File: src/rtl/types_pkg.sv
// Shared types for the five-stage core: register-address width and the
// hazard controller's sequencing states.
package types_pkg;
    localparam int ADDR_BUS = 5;

    typedef enum logic [1:0] {
        RUN,
        MEM_WAIT,
        HUNG
    } hazard_state;
endpackage

File: src/rtl/hazard_wait_timer.sv
// Counts MEM_WAIT cycles and flags expiry on the cycle whose edge would bring
// the count to TIMEOUT-1, i.e. TIMEOUT stall cycles after the request began.
module hazard_wait_timer #(
    parameter int TIMEOUT = 64
) (
    input  logic clk,
    input  logic rst_n,
    input  logic clear,
    input  logic enable,
    output logic expire
);
    localparam int CW = $clog2(TIMEOUT);

    logic [CW-1:0] count;

    always_ff @(negedge clk) begin
        if (!rst_n || clear)
            count <= '0;
        else if (enable && count != CW'(TIMEOUT - 1))
            count <= count + 1'b1;
    end

    assign expire = enable && (count == CW'(TIMEOUT - 2));
endmodule

File: src/rtl/hazard_controller.sv
// Stall/flush sequencing for the five-stage pipeline: load-use bubbles,
// EX-resolved control transfers, and freezing on slow data-memory accesses.
module hazard_controller
    import types_pkg::*;
#(
    parameter int TIMEOUT = 64,
    parameter int CNT_W   = 32
) (
    input  logic                clk,
    input  logic                rst_n,
    input  logic [ADDR_BUS-1:0] Rs1D_i,
    input  logic [ADDR_BUS-1:0] Rs2D_i,
    input  logic [ADDR_BUS-1:0] RdE_i,
    input  logic                ResultSrcE_i,
    input  logic                PCSrcE_i,
    input  logic                MemReqM_i,
    input  logic                MemReadyM_i,
    output logic                StallF_o,
    output logic                StallD_o,
    output logic                StallE_o,
    output logic                StallM_o,
    output logic                FlushD_o,
    output logic                FlushE_o,
    output logic                FlushW_o,
    output logic                MemBusy_o,
    output logic                Error_o,
    output logic [CNT_W-1:0]    StallCount_o
);
    hazard_state state, nextState;
    logic        loadUse, memWait, timerExpire;

    assign loadUse = ResultSrcE_i && (RdE_i != '0) &&
                     ((RdE_i == Rs1D_i) || (RdE_i == Rs2D_i));
    assign memWait = (state != HUNG) && MemReqM_i && !MemReadyM_i;

    hazard_wait_timer #(.TIMEOUT(TIMEOUT)) uWaitTimer (
        .clk    (clk),
        .rst_n  (rst_n),
        .clear  (state == RUN),
        .enable (state == MEM_WAIT),
        .expire (timerExpire)
    );

    always_ff @(negedge clk) begin
        if (!rst_n)
            state <= RUN;
        else
            state <= nextState;
    end

    // A dropped request while waiting releases the pipeline just like ready.
    always_comb begin
        nextState = state;
        case (state)
            RUN:      if (memWait) nextState = MEM_WAIT;
            MEM_WAIT: begin
                if (!MemReqM_i || MemReadyM_i) nextState = RUN;
                else if (timerExpire)          nextState = HUNG;
            end
            HUNG:     nextState = HUNG;
            default:  nextState = RUN;
        endcase
    end

    // Memory freeze beats control transfer, which beats load-use; the branch
    // held in EX is then taken on the release cycle.
    always_comb begin
        StallF_o  = 1'b0;
        StallD_o  = 1'b0;
        StallE_o  = 1'b0;
        StallM_o  = 1'b0;
        FlushD_o  = 1'b0;
        FlushE_o  = 1'b0;
        FlushW_o  = 1'b0;
        MemBusy_o = 1'b0;
        if (!rst_n) begin
            FlushD_o = 1'b1;
            FlushE_o = 1'b1;
            FlushW_o = 1'b1;
        end else begin
            MemBusy_o = (state == MEM_WAIT);
            if (state == HUNG || memWait) begin
                StallF_o = 1'b1;
                StallD_o = 1'b1;
                StallE_o = 1'b1;
                StallM_o = 1'b1;
                FlushW_o = 1'b1;
            end else if (PCSrcE_i) begin
                FlushD_o = 1'b1;
                FlushE_o = 1'b1;
            end else if (loadUse) begin
                StallF_o = 1'b1;
                StallD_o = 1'b1;
                FlushE_o = 1'b1;
            end
        end
    end

    assign Error_o = (state == HUNG);

    always_ff @(negedge clk) begin
        if (!rst_n)
            StallCount_o <= '0;
        else if (StallF_o && StallCount_o != '1)
            StallCount_o <= StallCount_o + 1'b1;
    end
endmodule

File: config.mk
export PLATFORM = sky130hd
export DESIGN_NAME = hazard_controller
export DESIGN_NICKNAME = d
export VERILOG_FILES = /design/src/rtl/types_pkg.sv /design/src/rtl/hazard_wait_timer.sv /design/src/rtl/hazard_controller.sv
export SDC_FILE = /design/constraint.sdc
export NUM_CORES = 1
export LEC_CHECK = 0
export CAP_MARGIN = 20
export CORE_MARGIN = 8
export CORE_UTILIZATION = 30
export DETAILED_ROUTE_END_ITERATION = 16
export DONT_BUFFER_PORTS = 1
export GPL_ROUTABILITY_DRIVEN = 1
export PLACE_DENSITY_LB_ADDON = 0.05
export SLEW_MARGIN = 20
export SYNTH_ARGS = -nofsm -noshare
export SYNTH_HDL_FRONTEND = slang
export SYNTH_SLANG_ARGS = --single-unit
export TNS_END_PERCENT = 10
File: constraint.sdc
create_clock -name clk -period 2.9 [get_ports clk]
set_input_delay 0.58 -clock clk [delete_from_list [all_inputs] [get_ports clk]]
set_output_delay 0.58 -clock clk [all_outputs]
set_load 0.02 [all_outputs]
==> summary.md <==
| Metric | Value |
|---|---|
| Buf/Inv on CP | 2 |
| Detailed Routing Iterations Pass 1 | 4 |
| Antenna violations before repair | 0 |
| TritonCTS Buffers | 5 |
| First-pass GRT wire length | 9820 µm |
| # setup viols final | 41 |
| Die width | 102 µm |
| Synth top area share | 36.2% |
| Min-Delay Path Depth | 2 |
| Slew HR | 60.9% |
| Clk root buf | clkbuf_8 |
| Cells after Synth | 267 |
| Critical Path Max Stage Delay | 320 ps |
| Clock Tree Buf Depth | 2 |
| Global Route Usage Sum | 11.8% |
| Synth area leaders | dfxtp_1 36%, xor2_1 5.5%, a21oi_1 5.4% |
| Failing checks | setup timing |
| Critical path class | reg -> out |
| Seq/Total Area, Yosys | 36.2% |
| Core Area | 0.00721 mm² |
| CP endpoint kind | output port |
| Worst EP arrival | 3040 ps |
| Htree depth | 2 |
| Crit Reg-Reg Endpoint | StallCount_o[28]$_SDFFE_NN0P_ |
| CP max FO | 3 |
| CP Launch Type | flip-flop |
| Max Clock Skew | 16.9 ps |
| Synth async-reset ratio | 0% |
| Mapped Nets | 291 |
| Num ports | 62 |
| Die height | 102 µm |
| CTS Hold Bufs | 0 |
| Hold_ws | 519 ps |
| FF-to-FF path depth | 6 |
| HP Start | state[0]$_SDFFE_NN0P_ |
| Post-synth top area cell | dfxtp_1 |
| Fin nets | 347 |
| DP Cell Count | 374 |
| Initial detailed-routing violation count | 54 |
| Syn Area/Cell | 8.28 µm² |
| Vias in the first global route | 2,115 |
| Final WS setup | -723 ps |
| Lkg Pwr | 1.07 nW |
| Post-synth cell types | 44 |
| Hpwl dp | 4540 µm |
| R2R setup slack | 400 ps |
| WP data required | 2320 ps |
| FF-to-FF Start | StallCount_o[9]$_SDFFE_NN0P_ |
| Wire per inst | 14.7 µm |
| Final ANT Viol Nets | 0 |
| Area of the multi-input gates | 0.00139 mm² |
| Pin count of the biggest net entering global routing | 36 |
| Grt ovf | 0 |
| Power Density | 432 mW/mm² |
| CTS tree | done |
| Later-pin clock latency in the skew report | 360 ps |
| Worst Hold Endpoint | state[0]$_SDFFE_NN0P_ |
| Post-route insts no fill | 423 |
| Number of flops mapped to enable cells by yosys | 0 |
| Clk pin slew, worst setup/hold paths | 30 ps |
| Via count | 2,155 |
| Slowest library cell on the worst path | dfxtp_2 |
| Max Cap Viol | 0 |
| Min-delay worst type | reg -> reg |
| RSZ-0062 raised after global routing | yes |
| Worst slew pin tran | 581 ps |
| YS warnings | 0 |
| Number of fill cells | 777 |
| GPL Wtd Cong | 0.779 |
| Slew Viols, Final | 0 |
| Synthesized flop and latch total | 40 |
| Total wire length | 6220 µm |
| Initial Util | 30.6% |
| Final hold violation count | 0 |
| Clock Sinks | 40 |
| Synth Cell Area | 0.00221 mm² |
| Drt via density | 5.09 |
| Top FF cell, synth | dfxtp_1 |
| Antenna cells | 0 |
| Worst path cell trace | and2b_1 -> o21a_4 -> a221oi_2 -> buf_4 -> nor2_2 -> buf_6 |
| Die area | 0.0104 mm² |
| Area Growth Syn to Fin | 27.5% |
| # DRC | 0 |
| Worst path top cell family by delay | compound AO/OA/AOI/OAI gates |
| VDD IR-drop max | 0.000165 V |
| I/O Buffers | 0 |
| Register Area | 840 µm² |
| Status | finished with violations |
| Share of layout cells above drive strength 1 | 26.5% |
| FP Rows | 31 |
[where the power goes]
group	internal [W]	switching (W)	leakage, nW
registers	0.000555	0.00000225	0.338
clock network	0.000234	0.000340	0.260
logic	0.0000401	0.0000470	0.468
[what timing repair did]
item,CTS,global route
resized for setup,38,16
cloned,0,0
setup buffers,1,1
pin swaps,6,3
endpoints found under the setup margin,65,48
[per-stage QoR]
stage               cell area (µm²)  power [W]  TNS [ps]  utilization, %  worst slack (ps)
finish                         2820    0.00122    -18420            39.1              -723
global route                   2820    0.00133    -22400            39.1              -815
CTS                            2760    0.00125    -18090            38.3              -755
detailed placement             2450   0.000726    -27430            34.0              -890
global placement               2450   0.000726    -26920            34.0              -880
floorplan                      2250   0.000706    -24660               -              -811
[cells in the final DEF, fill, tap and decap left out, types with 4 or more instances in the layout]
master    Yosys  final
inv_1         4     45
or3_1        13     11
nand3_1      15     15
dfxtp_2       0     31
nand4_1       8      8
dfxtp_1      40      9
buf_4         4     20
nor2_1       20     17
xor2_1       14     14
clkbuf_8      0      5
and4_1        5      5
or4_1        12     11
mux2i_1       4      4
o21ai_0      11     11
o21a_1        5      4
o31ai_1      12     12
xnor2_1       4      4
nand2_1      22     22
a21oi_1      24     22
[area by class of cell]
| class | instances | share of cell area [%] |
|---|---|---|
| Clock buffer | 5 | 2.44 |
| Sequential cell | 40 | 29.8 |
| Timing Repair Buffer | 25 | 7.94 |
| Inverter | 4 | 0.533 |
| Multi-Input combinational cell | 207 | 49.1 |
| Clock inverter | 43 | 5.77 |
| Tap cell | 99 | 4.39 |
[per-layer routing]
layer	routed length (µm)	vias up	track usage, %
met5	0	-	0
met4	47	0	5.08
met2	3010	57	18.2
li1	-	1099	-
met3	596	6	7.15
met1	2570	993	12.9
[Yosys cell counts (2+ instances only)]
library cell,n
and4_1,5
buf_6,3
nand2_1,22
o31ai_1,12
clkbuf_1,3
nor4_1,4
a21oi_1,24
xnor2_1,4
nor2_1,20
and3_1,3
nand3_1,15
or4_1,12
inv_1,4
nand2b_1,2
buf_2,5
nand3b_1,2
mux2i_1,4
o21ai_0,11
nand4_1,8
buf_4,4
nor2b_1,3
o211ai_1,2
o21a_1,5
dfxtp_1,40
ha_1,3
nor3_1,4
or3_1,13
xor2_1,14
[worst max-delay path by stage]
stage                                from                       endpoint  slack, ps  depth (start not counted)
finish              state[0]$_SDFFE_NN0P_                       StallD_o       -720                          6
global route        state[0]$_SDFFE_NN0P_                       StallF_o       -810                          6
CTS                 state[0]$_SDFFE_NN0P_                       StallD_o       -750                          6
detailed placement               RdE_i[4]  StallCount_o[23]$_SDFFE_NN0P_       -890                          7
global placement                 RdE_i[3]  StallCount_o[25]$_SDFFE_NN0P_       -880                          7
floorplan                        RdE_i[4]  StallCount_o[11]$_SDFFE_NN0P_       -810                          8
[kinds of logic after synthesis]
family / count (synthesis) / share of synthesized area, %
fa+ha+maj: 3 / 1.70
flops: 40 / 36.2
mux: 4 / 1.81
simple gates: 120 / 30.5
buf+inv: 20 / 5.38
compound gates: 62 / 17.3
xor+xnor: 18 / 7.13
[flip-flops by register name (all words and copies together), names as in the netlist]
register          count
state                 2
uWaitTimer.count      6
StallCount_o         32
[tightest hold or removal path: stages, from the launching register on]
cell and delay, ps:
dfxtp_2 320, buf_4 110, a21oi_1 50
No activity file was read; power rests on OpenSTA's default activity.
